--- src/rtl/run_ctrl_if.sv ---
// rtl/run_ctrl_if.sv - preload/dump streams, data-memory port and core start/halt handshake
interface run_ctrl_if #(
    parameter int AW = 8,
    parameter int DW = 8
);
    logic          in_valid;
    logic          in_ready;
    logic [DW-1:0] in_data;
    logic          out_valid;
    logic          out_ready;
    logic [DW-1:0] out_data;
    logic          mem_own;
    logic [AW-1:0] mem_addr;
    logic          mem_wr_en;
    logic [DW-1:0] mem_wr_data;
    logic          mem_rd_en;
    logic [DW-1:0] mem_rd_data;
    logic          dut_start;
    logic          dut_halt;

    modport master (
        input  in_valid, in_data, out_ready, mem_rd_data, dut_halt,
        output in_ready, out_valid, out_data, mem_own, mem_addr,
               mem_wr_en, mem_wr_data, mem_rd_en, dut_start
    );

    modport slave (
        output in_valid, in_data, out_ready, mem_rd_data, dut_halt,
        input  in_ready, out_valid, out_data, mem_own, mem_addr,
               mem_wr_en, mem_wr_data, mem_rd_en, dut_start
    );
endinterface

--- src/rtl/run_ctrl.sv ---
// rtl/run_ctrl.sv - host run controller: preload memory, start/run/halt the core, dump a memory window
module run_ctrl #(
    parameter int          AW           = 8,
    parameter int          DW           = 8,
    parameter int          START_CYCLES = 2,
    parameter logic [15:0] TIMEOUT      = 16'hFFFF
) (
    input  logic          CLK,
    input  logic          reset_n,
    input  logic          go,
    input  logic [AW-1:0] load_base,
    input  logic [AW:0]   load_len,
    input  logic [AW-1:0] dump_base,
    input  logic [AW:0]   dump_len,
    run_ctrl_if.master    bus,
    output logic          busy,
    output logic          done,
    output logic          timed_out,
    output logic [15:0]   cycles
);

    localparam int SW = (START_CYCLES > 1) ? $clog2(START_CYCLES) : 1;

    typedef enum logic [2:0] {
        S_IDLE, S_LOAD, S_START, S_RUN, S_DUMP, S_DONE
    } state_t;

    state_t        state_q, state_d;
    logic [AW:0]   idx_q;
    logic [SW-1:0] scnt_q;
    logic [AW-1:0] lbase_q, dbase_q;
    logic [AW:0]   llen_q, dlen_q;
    logic [15:0]   cycles_q;
    logic          timed_q;

    logic go_ok, load_beat, load_last, dump_beat, dump_last, start_last, run_timeout;

    assign go_ok       = go && (state_q == S_IDLE || state_q == S_DONE);
    assign load_beat   = (state_q == S_LOAD) && bus.in_valid;
    assign load_last   = load_beat && (idx_q == llen_q - (AW+1)'(1));
    assign dump_beat   = (state_q == S_DUMP) && bus.out_ready;
    assign dump_last   = dump_beat && (idx_q == dlen_q - (AW+1)'(1));
    assign start_last  = (scnt_q == SW'(START_CYCLES - 1));
    assign run_timeout = (cycles_q == TIMEOUT - 16'd1);

    always_ff @(posedge CLK or negedge reset_n) begin
        if (!reset_n) state_q <= S_IDLE;
        else          state_q <= state_d;
    end

    always_comb begin
        state_d = state_q;
        case (state_q)
            S_IDLE, S_DONE: if (go) state_d = (load_len != '0) ? S_LOAD : S_START;
            S_LOAD:  if (load_last) state_d = S_START;
            S_START: if (start_last) state_d = S_RUN;
            S_RUN:   if (bus.dut_halt || run_timeout) state_d = (dlen_q != '0) ? S_DUMP : S_DONE;
            S_DUMP:  if (dump_last) state_d = S_DONE;
            default: state_d = S_IDLE;
        endcase
    end

    always_ff @(posedge CLK or negedge reset_n) begin
        if (!reset_n) begin
            idx_q    <= '0;
            scnt_q   <= '0;
            lbase_q  <= '0;
            dbase_q  <= '0;
            llen_q   <= '0;
            dlen_q   <= '0;
            cycles_q <= '0;
            timed_q  <= 1'b0;
        end else begin
            case (state_q)
                S_IDLE, S_DONE: begin
                    if (go_ok) begin
                        lbase_q  <= load_base;
                        llen_q   <= load_len;
                        dbase_q  <= dump_base;
                        dlen_q   <= dump_len;
                        cycles_q <= '0;
                        timed_q  <= 1'b0;
                        idx_q    <= '0;
                        scnt_q   <= '0;
                    end
                end
                S_LOAD: begin
                    // idx restarts at zero so the dump pass can reuse it
                    if (load_beat) idx_q <= load_last ? '0 : idx_q + (AW+1)'(1);
                end
                S_START: scnt_q <= start_last ? '0 : scnt_q + SW'(1);
                S_RUN: begin
                    if (cycles_q != 16'hFFFF) cycles_q <= cycles_q + 16'd1;
                    // a halt in the timeout cycle counts as a clean finish
                    if (!bus.dut_halt && run_timeout) timed_q <= 1'b1;
                end
                S_DUMP: if (dump_beat) idx_q <= idx_q + (AW+1)'(1);
                default: ;
            endcase
        end
    end

    always_comb begin
        bus.in_ready    = 1'b0;
        bus.out_valid   = 1'b0;
        bus.out_data    = '0;
        bus.mem_own     = 1'b0;
        bus.mem_addr    = '0;
        bus.mem_wr_en   = 1'b0;
        bus.mem_wr_data = '0;
        bus.mem_rd_en   = 1'b0;
        bus.dut_start   = 1'b1;
        case (state_q)
            S_LOAD: begin
                bus.mem_own     = 1'b1;
                bus.in_ready    = 1'b1;
                bus.mem_addr    = lbase_q + idx_q[AW-1:0];
                bus.mem_wr_en   = bus.in_valid;
                bus.mem_wr_data = bus.in_data;
            end
            S_RUN: bus.dut_start = 1'b0;
            S_DUMP: begin
                // address is held across stalls, so out_data stays stable
                bus.mem_own   = 1'b1;
                bus.mem_rd_en = 1'b1;
                bus.mem_addr  = dbase_q + idx_q[AW-1:0];
                bus.out_valid = 1'b1;
                bus.out_data  = bus.mem_rd_data;
            end
            default: ;
        endcase
    end

    assign busy      = (state_q != S_IDLE) && (state_q != S_DONE);
    assign done      = (state_q == S_DONE);
    assign timed_out = timed_q;
    assign cycles    = cycles_q;

endmodule

--- src/flat_wrapper.sv ---
// flat-port wrapper written by rule: the top's interface ports become plain ports
module run_ctrl_flat 
#(
    parameter int          AW           = 8,
    parameter int          DW           = 8,
    parameter int          START_CYCLES = 2,
    parameter logic [15:0] TIMEOUT      = 16'hFFFF
)
  (CLK, reset_n, go, load_base, load_len, dump_base, dump_len, busy, done, timed_out, cycles, bus_in_valid, bus_in_data, bus_out_ready, bus_mem_rd_data, bus_dut_halt, bus_in_ready, bus_out_valid, bus_out_data, bus_mem_own, bus_mem_addr, bus_mem_wr_en, bus_mem_wr_data, bus_mem_rd_en, bus_dut_start);
  run_ctrl_if #(.AW(AW), .DW(DW)) bus_i ();
  input  logic CLK;
  input  logic reset_n;
  input  logic go;
  input  logic [AW-1:0] load_base;
  input  logic [AW:0] load_len;
  input  logic [AW-1:0] dump_base;
  input  logic [AW:0] dump_len;
  output logic busy;
  output logic done;
  output logic timed_out;
  output logic [15:0] cycles;
  input wire logic [$bits(bus_i.in_valid)-1:0] bus_in_valid;
  input wire logic [$bits(bus_i.in_data)-1:0] bus_in_data;
  input wire logic [$bits(bus_i.out_ready)-1:0] bus_out_ready;
  input wire logic [$bits(bus_i.mem_rd_data)-1:0] bus_mem_rd_data;
  input wire logic [$bits(bus_i.dut_halt)-1:0] bus_dut_halt;
  output wire logic [$bits(bus_i.in_ready)-1:0] bus_in_ready;
  output wire logic [$bits(bus_i.out_valid)-1:0] bus_out_valid;
  output wire logic [$bits(bus_i.out_data)-1:0] bus_out_data;
  output wire logic [$bits(bus_i.mem_own)-1:0] bus_mem_own;
  output wire logic [$bits(bus_i.mem_addr)-1:0] bus_mem_addr;
  output wire logic [$bits(bus_i.mem_wr_en)-1:0] bus_mem_wr_en;
  output wire logic [$bits(bus_i.mem_wr_data)-1:0] bus_mem_wr_data;
  output wire logic [$bits(bus_i.mem_rd_en)-1:0] bus_mem_rd_en;
  output wire logic [$bits(bus_i.dut_start)-1:0] bus_dut_start;
  assign bus_i.in_valid = bus_in_valid;
  assign bus_i.in_data = bus_in_data;
  assign bus_i.out_ready = bus_out_ready;
  assign bus_i.mem_rd_data = bus_mem_rd_data;
  assign bus_i.dut_halt = bus_dut_halt;
  assign bus_in_ready = bus_i.in_ready;
  assign bus_out_valid = bus_i.out_valid;
  assign bus_out_data = bus_i.out_data;
  assign bus_mem_own = bus_i.mem_own;
  assign bus_mem_addr = bus_i.mem_addr;
  assign bus_mem_wr_en = bus_i.mem_wr_en;
  assign bus_mem_wr_data = bus_i.mem_wr_data;
  assign bus_mem_rd_en = bus_i.mem_rd_en;
  assign bus_dut_start = bus_i.dut_start;
  run_ctrl #(.AW(AW), .DW(DW), .START_CYCLES(START_CYCLES), .TIMEOUT(TIMEOUT)) u_core (.CLK(CLK), .reset_n(reset_n), .go(go), .load_base(load_base), .load_len(load_len), .dump_base(dump_base), .dump_len(dump_len), .bus(bus_i), .busy(busy), .done(done), .timed_out(timed_out), .cycles(cycles));
endmodule
--- config.mk ---
export PLATFORM = sky130hd
export DESIGN_NAME = run_ctrl_flat
export DESIGN_NICKNAME = d
export VERILOG_FILES = /design/src/rtl/run_ctrl_if.sv /design/src/rtl/run_ctrl.sv /design/src/flat_wrapper.sv
export SDC_FILE = /design/constraint.sdc
export NUM_CORES = 1
export LEC_CHECK = 0
export CAP_MARGIN = 10
export CORE_MARGIN = 3
export CORE_UTILIZATION = 50
export CTS_CLUSTER_DIAMETER = 50
export DETAILED_ROUTE_END_ITERATION = 8
export MAX_ROUTING_LAYER = met4
export PLACE_DENSITY = 0.92
export SLEW_MARGIN = 20
export SYNTH_ARGS = -nofsm -noshare
export SYNTH_HDL_FRONTEND = slang
export SYNTH_SLANG_ARGS = --single-unit
export TNS_END_PERCENT = 20
--- constraint.sdc ---
create_clock -name CLK -period 5.4 [get_ports CLK]
set_input_delay 1.08 -clock CLK [delete_from_list [all_inputs] [get_ports CLK]]
set_output_delay 1.08 -clock CLK [all_outputs]
set_load 0.05 [all_outputs]
Yosys cells after proc, flatten, opt, wreduce, memory -nomap -nowiden --
Index checks and enable logic that the tools add are counted.
Word-level totals: bits in registers 64, bits of input ports 56, output and inout bits 49, word-level logic and storage cells 90
Cells by class: $add $sub $neg 7, equal/unequal tests 20, mux-type cells 29, reductions and logical operators 25
Operator list (number):
- $mux W9 | 4
- $mux W16 | 2
- $pmux W16 S2 | 1
- $pmux W9 S3 | 1
- $eq A9 B9 Y1 | 2
- $ne A2 B1 Y1 const B | 9
- $reduce_bool A9 Y1 | 2
- $sub A9 B1 Y9 const B | 2
- $add A16 B1 Y16 const B | 1
- $add A8 B8 Y8 | 2
- $eq A16 B16 Y1 const B | 1
- $mux W8 | 2
- $ne A16 B16 Y1 const B | 1
- $pmux W8 S2 | 1
- $mux W3 | 5
- $pmux W3 S5 | 1
- $add A9 B1 Y9 const B | 1
- $mux W1 | 9
- $logic_and A1 B1 Y1 | 7
- $eq A3 B2 Y1 const B | 2
- $eq A3 B3 Y1 const B | 2
- $reduce_and A3 Y1 | 2
- $reduce_bool A3 Y1 | 2
- $reduce_and A5 Y1 | 1
- 13 further kinds | 18

Longest topological paths before layout --
Gate-level depths: netlist of run 1.
depth in word-level cells 6, gate-level depth with buffers 14, gate-level depth less buffers 12

Least setup slack after synthesis of run 1 --
OpenSTA, ideal clock, no wires.
path kind flip-flop to output port, start register u_core.state_q[0], end output port bus_mem_addr[7], data arrival time 4.611 ns, data required time 4.320 ns, slack -0.291 ns, stages on the path, launching flop included 13, buffers on the path 2, path through dfrtp_1 -> clkbuf_1 -> nor2_1 -> and2_1 -> clkbuf_1 -> mux2_2 -> ha_1 -> a21o_1 -> a21oi_1 -> o21ai_0 -> a2111oi_0 -> nor4_1 -> nor3_1
Between the ends: cells in the longest elaborated chain, start to end 2, elaborated cells between the ends (all ways) 3, classes of those cells 2 x eq/ne; 1 x mux
Ends and longest elaborated chain:
- start: declaration | line run_ctrl.sv:28 | state_t state_q, state_d;
- start signal: assignment | line run_ctrl.sv:48 | else state_q <= state_d;
- $eq A3 B3 Y1 / $eq A3 B1 Y1 (equally long branches) | line run_ctrl.sv:113 | case (state_q)
- $pmux W8 S2 (*) | line run_ctrl.sv:113
- end: declaration | line flat_wrapper.sv:31 | output wire logic [$bits(bus_i.mem_addr)-1:0] bus_mem_addr;
Every way passes the cells marked *; elsewhere a longest branch is shown, timed or not.

Final worst setup path of run 1 --
start register u_core.state_q[1], end output port bus_mem_addr[7]
The elaborated chain is that of the path after synthesis.

==> run summary, run 1 <==
The power dissipated by switching net loads came out at about 1.3 mW. The highest ir drop seen on vdd came out at 0.236 mV. The number of buffers added for setup after CTS is 0. At the worst endpoint, the required time is roughly 4300 ps. Dividing the detail-routed wire length by the instance count gives around 17 um. The count of inserted antenna diode cells is 0. The flow ran to the end, and the final reports show no timing, DRC or antenna violations. The clock buffer count from CTS came out at 9. The power density normalized to cell area came out at ~510 nW/um^2. The post-placement cell area came out at between 5000 and 6000 sq um. The remaining max-slew budget at the tightest pin is 0.339. The wire length on met1 is 4660 um. The internal cell power came out at between 1 and 1.5 mW.

The largest net degree at the start of global routing came out at 65. The arrival time at the worst endpoint is ~4200 ps. The count of buffers from port buffering came out at between 100 and 150.

The worst setup path is launched from a flip-flop. The smallest hold slack is slightly below 500 ps. The signal on the critical path passes through nor2_1 > buf_4 > and2_2 > mux2_2 > ha_1 > a21o_1 > a21oi_1 > o21ai_0 > a2111oi_0 > nor4_1 > nor3_2 > buf_12. In the post-synthesis netlist, the biggest area contributors are dfrtp_1 (39%), mux2_2 (6.6%), nand2_1 (5.3%). The global placer's final weighted congestion is 0.888.

Summed over all nets, wire length on met3 after detailed routing comes to between 600 and 700 um. The first-pass GRT wire length came out at 18800 um. The count of max-cap constraint violations is 0. The count of endpoints failing setup in the final report is 0. The mapped netlist covers 4120 sq um.

The worst setup timing slack at the placement stage is roughly 330 ps. The final max-slew violation count is 0. Total power for the finished layout comes to around 2.8 mW. The via count of the first global-routing pass is 3835. The synthesized design spends more area on one cell type than any other, namely dfrtp_1.

At the end of the flow, the number of nets in the layout was a little over 600. The number of cells in the finished layout apart from fillers is ~660. The CTS sink count is 64.

The synthesized instance count is between 400 and 500. After detailed routing, the number of vias per cell comes to between 5 and 6. The routed design has between 10000 and 15000 um of wire. The maximum fanout count along the critical path came out at 14. The count of hold-fix buffers inserted at cts came out at 0. Dividing the final minimum period by the clock period gives 0.971. The DRC marker count from the first detailed-route iteration is roughly 240.

In this run the register-to-register setup slack is around 2300 ps. In the final layout, the share of cells above drive strength 1 is 0.0993. The share of the synthesized area in the top cell type came out at 0.389. The end-of-flow core utilization is 0.696. The number of buffer and inverter stages on the critical path came out at 2. The CTS clock-pin slew for the worst setup and hold paths is 70 ps. The depth of the CTS H-tree is 3.

The remaining global-route overflow came out at 0. The initial utilization of the core area, before any placement, comes to 0.525. In this run the worst hold path is classified as flip-flop to flip-flop.

The setup path with the least slack is of type flip-flop to output port. The post-route DRC violation count came out at 0. The slowest stage of the critical path belongs to the cell a2111oi_0. The maximum count of clock buffers along a single path came out at 2.

In the synthesized netlist the async set-or-reset flop fraction comes to 1.00. The TritonCTS clock tree is yes. The number of placement rows is 32. The fraction of power spent switching nets came out at 0.462. Setup repair after global routing left no endpoint under its margin. The number of enable-type register cells in the synthesized netlist is 0.

The core outline area is between 7000 and 8000 sq um. The net count of the mapped netlist came out at around 520. The final worst clock skew is 8.22 ps. The netlist uses between 60 and 70 different library cells. The worst setup slack after layout is around 160 ps.

Summed over all failing endpoints, the final setup total negative slack is 0 ps. The number of register bits inferred by synthesis is 64. The number of placed instances, taps included came out at 640.

The initial antenna violation count came out at 0. The height of the chip is 96.8 um. The minimum clock period after layout is about 5200 ps. The final antenna-violating net count came out at 0. The delay of the slowest cell on the worst path came out at ~700 ps. The HPWL after detailed placement came out at 8180 um. The highest layer touched by signal routing is met4. The final non-filler cell area came out at 5460 sq um.

In the synthesized netlist the dominant register cell turns out to be dfrtp_1. The growth of design area from synthesis to finish came out at 32.6%. The number of endpoints with negative hold slack in the final report came to 0. For the worst-skew pair, the clock arrives at the later sink with an insertion delay of between 300 and 400 ps. STA classifies the critical path endpoint as an output port.

The count of warnings emitted by yosys came out at 0. Grouping stages by cell kind, the critical path spends the most delay in compound AO/OA/AOI/OAI gates. The per-instance average area after synthesis came out at about 9.1 sq um. The CTS root buffer is clkbuf_8. The final route contains between 3000 and 4000 vias. The total die area is 9360 sq um. The part of the total power dissipated in the clock network came out at 0.163. At the pin with the least slew margin, the transition time is a little under 1000 ps.

The overall routing resource usage is 0.251. The sequential power share came out at 0.300. The detailed-routing iteration count for the pre-antenna-repair pass is 5. The share of the Yosys chip area taken by registers is 0.389. The I/O pin count is 105.

For this design the static power due to leakage is about 2.4 nW. After detailed routing, the met2 layer carries ~5700 um of wire. Of the total power, combinational logic draws 0.537. The die outline width came out at approximately 97 um. For this run, the top clock speed supported by timing is about 190 MHz.
==> what timing repair did <==
item                                    4_1_cts  5_1_grt
pin swaps                                     0        0
endpoints found under the setup margin        1        1
gates resized for setup                       1        1
==> worst paths after layout <==
path,start,to,cells past startpoint
worst min-delay path,u_core.dbase_q[0],u_core.dbase_q[0],2
worst min register to register,u_core.dbase_q[0],u_core.dbase_q[0],2
worst max-delay path,u_core.state_q[1],bus_mem_addr[7],12
max in group asynchronous,reset_n,u_core.dbase_q[1],2
min in group asynchronous,reset_n,u_core.llen_q[0],2
worst max register to register,u_core.state_q[1],u_core.timed_out,6
==> power by group through the flow <==
| stage | Combinational, mW | Sequential (mW) | Clock [mW] |
|---|---|---|---|
| floorplan | 1.08 | 0.768 | 0 |
| global placement | 1.40 | 0.816 | 0 |
| detailed placement | 1.46 | 0.827 | 0 |
| CTS | 1.48 | 0.821 | 0.457 |
| global route | 1.61 | 0.852 | 0.479 |
| finish | 1.48 | 0.830 | 0.450 |
==> cells in the final DEF (no fill, tap or decap), drive strengths merged, types with 4 or more instances in the layout <==
cell type | synthesis | routed
clkdlybuf4s50 | 0 | 101
dfrtp | 64 | 64
nand2 | 58 | 58
nor2 | 32 | 32
and3 | 26 | 26
mux2 | 24 | 24
xor2 | 24 | 24
inv | 23 | 23
xnor2 | 19 | 19
o21ai | 15 | 15
nor3 | 13 | 13
ha | 12 | 12
clkbuf | 15 | 11
a21oi | 10 | 10
nand4 | 9 | 9
nand3 | 9 | 9
nor2b | 7 | 7
nor4 | 7 | 7
and2 | 7 | 7
o211ai | 6 | 6
a21o | 5 | 5
or3 | 5 | 5
buf | 6 | 5
nor3b | 4 | 4
o31ai | 4 | 4
or4 | 4 | 4
or2 | 4 | 4
==> worst register-to-register path, cell delays in order, from the launching register on <==
cell	delay, ps
dfrtp_1	650
nor2_1	80
buf_4	170
and2_2	310
nor2_1	720
nand2_1	670
a32o_1	410
==> cell usage after synthesis, types with 10 or more instances <==
library cell / count
dfrtp_1: 64
nand2_1: 58
nor2_1: 32
and3_1: 26
mux2_2: 24
xor2_1: 24
inv_1: 23
xnor2_1: 19
clkbuf_1: 15
o21ai_0: 14
ha_1: 12
nor3_1: 12
a21oi_1: 10
==> sequential cells by signal (all words and copies together) (netlist names) <==
signal            flops
u_core.cycles        16
u_core.dlen_q         9
u_core.idx_q          9
u_core.llen_q         9
u_core.dbase_q        8
u_core.lbase_q        8
u_core.state_q        3
u_core.scnt_q         1
u_core.timed_out      1
==> layout make-up <==
type	instances	area, sq um
clock buffer	11	131
clock inverter	5	81.3
fill	596	2390
inverter	23	86.3
multi-input combinational	344	2360
sequential	64	1600
tap	102	128
timing repair buffer	107	1070
==> cell families after synthesis <==
| kind of cell | count (synthesis) | synth area share |
|---|---|---|
| AND/OR/NAND/NOR | 192 | 0.239 |
| AO/OA/AOI/OAI | 70 | 0.127 |
| flip-flops | 64 | 0.389 |
| buffers and inverters | 44 | 0.0425 |
| XOR/XNOR | 43 | 0.0914 |
| multiplexers | 26 | 0.0705 |
| adder cells (fa/ha/maj) | 13 | 0.0413 |
==> routing by layer <==
metal / vias up / GRT usage
met5: - / -
li1: 1792 / -
met4: 0 / 0.0788
met2: 133 / 0.421
met3: 32 / 0.0562
met1: 1828 / 0.303
No activity file was read; power rests on OpenSTA's default activity.
==> run 2: changes to the inputs <==
--- a/config.mk
+++ b/config.mk
@@ -9,6 +9,7 @@
 export CORE_MARGIN = 3
 export CORE_UTILIZATION = 50
 export CTS_CLUSTER_DIAMETER = 50
+export CTS_CLUSTER_SIZE = 12
 export DETAILED_ROUTE_END_ITERATION = 8
 export MAX_ROUTING_LAYER = met4
 export PLACE_DENSITY = 0.92
==> results of run 2 <==
The final DEF is identical to that of run 1; final timing and power are the same.
